--- config.mk ---
export PLATFORM = sky130hd
export DESIGN_NAME = rr_arb16_idx_flat
export DESIGN_NICKNAME = d
export VERILOG_FILES = /design/src/rtl/rr_arb16_idx_if.sv /design/src/rtl/rr_arb16_idx.sv /design/src/flat_wrapper.sv
export SDC_FILE = /design/constraint.sdc
export NUM_CORES = 1
export LEC_CHECK = 0
export CORE_MARGIN = 1
export CORE_UTILIZATION = 45
export DETAILED_ROUTE_END_ITERATION = 12
export SYNTH_ARGS = -nofsm -noshare
export SYNTH_HDL_FRONTEND = slang
export SYNTH_SLANG_ARGS = --single-unit
export TNS_END_PERCENT = 20
--- constraint.sdc ---
create_clock -name clk -period 9.8 [get_ports clk]
set_input_delay 0.98 -clock clk [delete_from_list [all_inputs] [get_ports clk]]
set_output_delay 0.98 -clock clk [all_outputs]
set_load 0.05 [all_outputs]
--- src/rtl/rr_arb16_idx_if.sv ---
`default_nettype none
// +--------------------------------------------------------------------------+
// | rr_arb16_idx_if : request/release/grant bundle for rr_arb16_idx           |
// | Rev 1.0                                                                  |
// +--------------------------------------------------------------------------+
interface rr_arb16_idx_if;
   logic [15:0] req;
   logic        rel;
   logic        gnt_vld;
   logic [3:0]  gnt_idx;
   logic [3:0]  ptr;
   logic        timeout;

   modport master (
      output req, rel,
      input  gnt_vld, gnt_idx, ptr, timeout
   );

   modport slave (
      input  req, rel,
      output gnt_vld, gnt_idx, ptr, timeout
   );
endinterface
`default_nettype wire

--- src/rtl/rr_arb16_idx.sv ---
`default_nettype none
// +--------------------------------------------------------------------------+
// | rr_arb16_idx : 16-way round-robin arbiter, registered grant index        |
// | Optional hold watchdog enabled by macro RR_ARB_TIMEOUT_EN. Rev 1.0       |
// +--------------------------------------------------------------------------+
module rr_arb16_idx #(
   parameter int TIMEOUT = 64
) (
   input  logic             clk,
   input  logic             rst,
   rr_arb16_idx_if.slave    bus
);

   localparam logic [0:0] c_st_idle  = 1'b0;
   localparam logic [0:0] c_st_grant = 1'b1;

   generate
      if (TIMEOUT < 2 || TIMEOUT > 65535) begin : g_timeout_chk
         $error("rr_arb16_idx: TIMEOUT out of range 2..65535");
      end
   endgenerate

   logic [0:0]  r_state;
   logic [3:0]  r_gnt_idx;
   logic [3:0]  r_ptr;

   logic        w_gnt;
   logic        w_hold_req;
   logic        w_forced;
   logic        w_release;
   logic [3:0]  w_base;
   logic [15:0] w_mask;
   logic [15:0] w_cand_req;
   logic        w_found;
   logic [3:0]  w_win;
   logic [3:0]  w_pos;

   assign w_gnt      = (r_state == c_st_grant);
   assign w_hold_req = bus.req[r_gnt_idx];

`ifdef RR_ARB_TIMEOUT_EN
   localparam logic [15:0] c_to_last = 16'(TIMEOUT - 1);

   logic [15:0] r_cnt;
   logic        r_timeout;
   logic        w_new_grant;

   // Forced release only when nothing else is already releasing the grant.
   assign w_forced    = w_gnt && !bus.rel && w_hold_req && (r_cnt == c_to_last);
   assign w_new_grant = w_found && (!w_gnt || w_release);

   always_ff @(posedge clk or posedge rst) begin
      if (rst) begin
         r_cnt     <= 16'd0;
         r_timeout <= 1'b0;
      end else begin
         r_timeout <= w_forced;
         if (w_new_grant) begin
            r_cnt <= 16'd0;
         end else if (w_gnt) begin
            r_cnt <= r_cnt + 16'd1;
         end
      end
   end

   assign bus.timeout = r_timeout;
`else
   assign w_forced    = 1'b0;
   assign bus.timeout = 1'b0;
`endif

   assign w_release = w_gnt && (bus.rel || !w_hold_req || w_forced);

   // On release the search restarts just past the holder, which is masked out.
   assign w_base     = w_release ? (r_gnt_idx + 4'd1) : r_ptr;
   assign w_mask     = w_gnt ? ~(16'h0001 << r_gnt_idx) : 16'hffff;
   assign w_cand_req = bus.req & w_mask;

   always_comb begin
      w_found = 1'b0;
      w_win   = 4'd0;
      w_pos   = 4'd0;
      for (int i = 15; i >= 0; i--) begin
         w_pos = w_base + 4'(i);
         if (w_cand_req[w_pos]) begin
            w_found = 1'b1;
            w_win   = w_pos;
         end
      end
   end

   always_ff @(posedge clk or posedge rst) begin
      if (rst) begin
         r_state   <= c_st_idle;
         r_gnt_idx <= 4'd0;
         r_ptr     <= 4'd0;
      end else begin
         case (r_state)
            c_st_idle: begin
               if (w_found) begin
                  r_state   <= c_st_grant;
                  r_gnt_idx <= w_win;
               end
            end
            default: begin
               if (w_release) begin
                  r_ptr <= w_base;
                  if (w_found) begin
                     r_gnt_idx <= w_win;
                  end else begin
                     r_state <= c_st_idle;
                  end
               end
            end
         endcase
      end
   end

   assign bus.gnt_vld = w_gnt;
   assign bus.gnt_idx = r_gnt_idx;
   assign bus.ptr     = r_ptr;

endmodule
`default_nettype wire

--- src/flat_wrapper.sv ---
// flat-port wrapper written by rule: the top's interface ports become plain ports
module rr_arb16_idx_flat 
#(
   parameter int TIMEOUT = 64
)
  (clk, rst, bus_req, bus_rel, bus_gnt_vld, bus_gnt_idx, bus_ptr, bus_timeout);
  rr_arb16_idx_if bus_i ();
  input  logic clk;
  input  logic rst;
  input wire logic [$bits(bus_i.req)-1:0] bus_req;
  input wire logic [$bits(bus_i.rel)-1:0] bus_rel;
  output wire logic [$bits(bus_i.gnt_vld)-1:0] bus_gnt_vld;
  output wire logic [$bits(bus_i.gnt_idx)-1:0] bus_gnt_idx;
  output wire logic [$bits(bus_i.ptr)-1:0] bus_ptr;
  output wire logic [$bits(bus_i.timeout)-1:0] bus_timeout;
  assign bus_i.req = bus_req;
  assign bus_i.rel = bus_rel;
  assign bus_gnt_vld = bus_i.gnt_vld;
  assign bus_gnt_idx = bus_i.gnt_idx;
  assign bus_ptr = bus_i.ptr;
  assign bus_timeout = bus_i.timeout;
  rr_arb16_idx #(.TIMEOUT(TIMEOUT)) u_core (.clk(clk), .rst(rst), .bus(bus_i));
endmodule
==> flow_summary.toml, run 1 <==
[worst_setup_path]
critPathCaptureType = "register"
path_buf_inv = 2
crit_required_ps = 9940
critPathSlowestCell = "ha_1"
regToRegSetupSlack_ps = 3710
slowest_delay_ps = 710
critPathLaunchType = "primary input"
cp_top_family = "simple AND/OR/NAND/NOR gates"
cp_cell_sequence = "clkdlybuf4s50_1 > mux2i_1 > a22oi_1 > and4_1 > or3_1 > nand2_1 > ha_1 > clkinv_1 > mux4_2 > mux2i_1 > mux2i_1 > nand3_1 > nor4_2 > a21boi_1 > nand3_1 > o22ai_1"
crit_fanout = 18
critPathKind = "in -> reg"
crit_path_frequent_cell = "mux2i_1"
cp.arrival_ps = 6680

[yosys]
yosysUniqueCellTypes = 72
ys_async_sr_fraction = 1.00
synthXorXnorAreaFrac = 0.0429
yosysTopAreaCell = "mux2i_1"
synth_fp_nets = 439
synth_ff_type = "dfrtp_1"
synth-seq-cells = 9
synth_top_area_share = 0.131
synthSimpleGateAreaFrac = 0.221
synth_edf_count = 0
yosys-top-cells-count = "nand2_1, mux2i_1, a21oi_1, nand3_1"
synth-adder-area-share = 0.0507
yosysMostFrequentCell = "nand2_1"
synth_area_um2 = 3210
synth_top_family_by_area = "compound AO/OA/AOI/OAI gates"
synth_compound_area_frac = 0.289
ys_seq_area_frac = 0.0702
synth_area_leaders = "mux2i_1, dfrtp_1, mux4_2"
syn_area_per_cell_um2 = 7.89
synthMuxAreaShare = 0.261
synth_cells = 407
yosys_warnings = 0

[timing]
rsz0062_at_grt = "false"
worst_slew_pin_slew_ps = 896
setup_viol = 0
fin_ws_ps = 3270
skew_ps = 1.17
hold_viol_final = 0
clock.fmax_mhz = 153
slew_headroom = 0.399
setup_tns_ps = 0
fin_crit_ps = 6530
final_max_slew_viol_count = 0
timing.final.crit_share = 0.667

[global_routing]
grt_overflow_total = 0
grt_pass1_vias = 3234
grt_pass1_wl_mm = 17.7
antenna_found_initial = 0
gr-usage-all-layers = 0.307
grt_max_degree = 24

[cells_and_area]
finalCoreUtilization = 0.516
area_growth_pct = 9.86
antenna-diode-count = 0
drive_gt1_frac = 0.122
stdcell_count = 514
finalNetCount = 451

[clock_network]
cts_root_buf = "clkbuf_8"
htreeDepth = 1
cts.sinks = 9
clockBufferDepth = 2
worst_skew_pair.late_latency_ps = 230
path_clk_slew_ps = 50
postCtsResizedCells = 0
postCtsHoldBufs = 0
numCtsBuffers = 3
cts_setup_buffers = 0
cts_tree = "built"

[route]
drtIter0Drc = 442
post_drt_wl_per_cell_um = 21.9
drtPass1Iterations = 5
wl_mm = 11.3
route.vias.total = 3502
drc_errors = 0
ant_nets = 0
avgViaCountPerCell = 6.81

[placement]
pre_cts_slack_ps = 3170
placedCellCount = 510
io_buffers = 27
dpl.hpwl_mm = 8.58
gp_congestion = 0.991

[floorplan]
boundaryPins = 29
die_h_um = 86.5
start_util = 0.470
fp.coreArea_um2 = 6830
die_w_um = 86.5
num_rows = 30
fp.dieArea_um2 = 7470

[run_status]
status = "finished, final reports clean"

[hold_path]
hold_class = "reg -> reg"

[run]
max_cap_violations = 0
## state kept, by name, indices dropped and copies added, names as in the netlist
signal,cells
u_core.bus.gnt_idx,4
u_core.bus.ptr,4
u_core.bus.gnt_vld,1
## per-stage QoR
step / hold slack [ps] / area [um^2]
after floorplan: 808 / 3210
after global placement: 769 / 3480
after detailed placement: 787 / 3480
after CTS: 819 / 3530
after global routing: 834 / 3530
final: 806 / 3530
## cell families after synthesis
family,Yosys count
buffers and inverters,39
AND/OR/NAND/NOR,145
AO/OA/AOI/OAI,121
flip-flops,9
XOR/XNOR,14
adder cells (fa/ha/maj),13
other,1
multiplexers,65
## worst paths after layout
kind	depth (start not counted)	to	start
min	2	u_core.bus.gnt_idx[2]$_DFFE_PP0P_	u_core.bus.gnt_idx[2]$_DFFE_PP0P_
max reg2reg	14	u_core.bus.gnt_idx[0]$_DFFE_PP0P_	u_core.bus.gnt_idx[0]$_DFFE_PP0P_
max in group asynchronous	2	u_core.bus.gnt_idx[2]$_DFFE_PP0P_	rst
min reg2reg	2	u_core.bus.gnt_idx[2]$_DFFE_PP0P_	u_core.bus.gnt_idx[2]$_DFFE_PP0P_
max	16	u_core.bus.gnt_idx[0]$_DFFE_PP0P_	bus_req[11]
min in group asynchronous	2	u_core.bus.ptr[2]$_DFFE_PP0P_	rst
## routing by layer
metal  GRT usage  vias up  wire length, um
met3      0.0629       27             1210
met2       0.439      231             4740
met4       0.108        0              266
met1       0.453     1637             5040
met5           0        -                0
li1            -     1607                -
## placed cells by master, fill, tap and decap left out, types with 6 or more instances in the layout
cell type / n
ha_1: 13
a31oi_1: 8
nor2_1: 19
a22oi_1: 6
mux2i_1: 42
nand3_1: 24
dfrtp_1: 9
xnor2_1: 10
a21oi_1: 27
o21ai_0: 19
o311ai_0: 6
mux4_2: 10
clkdlybuf4s50_1: 27
nor3_1: 13
nand2_1: 55
mux2_2: 6
inv_1: 11
## layout make-up
cell class                      instances  area, um^2
Fill cell                             687        3310
Multi-Input combinational cell        359        2780
Timing Repair Buffer                   29         285
Sequential cell                         9         225
Tap cell                               96         120
Inverter                               17        68.8
Clock buffer                            3        41.3
Clock inverter                          1        5.00
## worst min-delay path, cell delays in order (launching register included)
cell     delay (ps)
dfrtp_1         550
nor2_1          170
a31oi_1          50
Power of run 1 is left out: the tool's default activity adds up to more than one toggle a clock period on the data nets, which glitch-free logic cannot reach.
==> run 2, diff against run 1 <==
- PLACE_DENSITY: unset -> 0.67
- clock period: 9.8 -> 5.8 ns (I/O delays scaled with it)
==> run 2 against run 1 <==
  * Register-to-register slack worse by 3100 ps
  * First-iteration DRC count is 17% higher
  * Highest routed layer unchanged
  * Final area is 4.3% higher
  * Largest cell class unchanged
  * Routed wire length is 1.2% higher
  * Critical endpoint is now u_core.bus.gnt_idx[2]$_DFFE_PP0P_
  * Clock-buffer cell count stayed put
==> flow_summary.toml, run 2 (synthesis results as in run 1) <==
[run_status]
status = "finished, final reports clean"

[clock_network]
path_clk_slew_ps = 50
numCtsBuffers = 3
cts_root_buf = "clkbuf_8"
htreeDepth = 1
postCtsResizedCells = 0
cts.sinks = 9
cts_tree = "built"
postCtsHoldBufs = 0
cts_setup_buffers = 0
worst_skew_pair.late_latency_ps = 230
clockBufferDepth = 2

[global_routing]
grt_pass1_wl_mm = 17.7
gr-usage-all-layers = 0.308
grt_overflow_total = 0
grt_pass1_vias = 3193
antenna_found_initial = 0
grt_max_degree = 23

[cells_and_area]
finalNetCount = 471
final_common_cell = "nand2_1"
area_growth_pct = 14.5
final_cell_mix = "nand2_1, mux2i_1, a21oi_1, clkdlybuf4s50_1, nand3_1"
fillers = 692
drive_gt1_frac = 0.162
antenna-diode-count = 0

[timing]
final_max_slew_viol_count = 0
timing.final.crit_share = 0.930
hold_viol_final = 0
worst_slew_pin_slew_ps = 670
clock.fmax_mhz = 185
rsz0062_at_grt = "false"
skew_ps = 2.48
slew_headroom = 0.549
setup_tns_ps = 0
fin_crit_ps = 5400
setup_viol = 0

[route]
drtPass1Iterations = 6
drc_errors = 0
avgViaCountPerCell = 6.74
drtIter0Drc = 516
route.vias.total = 3600
wl_mm = 11.4
ant_nets = 0
post_drt_wl_per_cell_um = 21.3

[run]
max_cap_violations = 0

[worst_setup_path]
critPathCaptureType = "register"
cp.arrival_ps = 5540
cp_top_family = "multiplexers"
cp_cell_sequence = "clkdlybuf4s50_1 > mux4_2 > o2111a_2 > or3_1 > nand2_8 > inv_6 > ha_1 > buf_4 > mux4_2 > mux2i_2 > mux2i_1 > buf_4 > nand2_1 > nor2_1 > a2111oi_0 > o21ai_0 > a31oi_1"
critPathSlowestCell = "mux4_2"
crit_fanout = 10
critPathKind = "in -> reg"
crit_required_ps = 5950
critPathLaunchType = "primary input"
path_buf_inv = 4
slowest_delay_ps = 610
regToRegSetupSlack_ps = 660

[floorplan]
num_rows = 30
boundaryPins = 29
fp.coreArea_um2 = 6830
die_h_um = 86.5
start_util = 0.470
die_w_um = 86.5
fp.dieArea_um2 = 7470

[placement]
dpl.hpwl_mm = 8.85
io_buffers = 27
gp_congestion = 1.01

[hold_path]
hold_class = "in -> async"
## run 2: changes by cell type in the layout (fill, tap and decap cells not counted)
cell	before	now
buf_4	2	22
## run 2: metal layers
layer,global-route usage,routed length [um]
met3,0.0305,896
met2,0.480,5220
met5,0,0
met4,0.138,454
met1,0.431,4820
## run 2: stage by stage
step | std cells | instance area [um^2] | worst slack, ps | util | hold WS, ps
final | 534 | 3680 | 405 | 0.538 | 613
after global routing | 534 | 3680 | 274 | 0.538 | 646
after CTS | 534 | 3680 | 550 | 0.538 | 618
after detailed placement | 530 | 3630 | 322 | 0.531 | 702
after global placement | 530 | 3630 | 392 | 0.531 | 698
after floorplan | 407 | 3210 | 430 | - | 408
## run 2: final timing paths
check                           depth (start not counted)                                end                         startpoint
min in group clk                                        2      u_core.bus.ptr[3]$_DFFE_PP0P_      u_core.bus.ptr[3]$_DFFE_PP0P_
worst max-delay path                                   17  u_core.bus.gnt_idx[2]$_DFFE_PP0P_                         bus_req[5]
max in group asynchronous                               2  u_core.bus.gnt_idx[3]$_DFFE_PP0P_                                rst
worst min register to register                          2      u_core.bus.ptr[3]$_DFFE_PP0P_      u_core.bus.ptr[3]$_DFFE_PP0P_
worst max register to register                         16  u_core.bus.gnt_idx[2]$_DFFE_PP0P_  u_core.bus.gnt_idx[2]$_DFFE_PP0P_
worst min-delay path                                    2       u_core.bus.gnt_vld$_DFF_PP0_                                rst
## run 2: cell type report
| cell class | count | area [um^2] | area share |
|---|---|---|---|
| clock inverters | 1 | 5.00 | 0.00136 |
| inverters | 17 | 68.8 | 0.0187 |
| multi-input cells | 359 | 2780 | 0.756 |
| repair buffers | 49 | 435 | 0.118 |
| flip-flops and latches | 9 | 225 | 0.0613 |
| clock buffers | 3 | 41.3 | 0.0112 |
| well taps | 96 | 120 | 0.0327 |
## run 2: worst reg2reg max path: stages, from the launching register on
cell,delay (ps)
dfrtp_1,610
mux4_2,400
o2111a_2,300
or3_1,540
nand2_8,140
inv_6,60
ha_1,300
buf_4,200
mux4_2,610
mux2i_2,400
mux2i_1,220
buf_4,220
nand2_1,80
nor2_1,60
a2111oi_0,550
o21ai_0,160
a31oi_1,190
Power of run 2 is left out for the same reason.
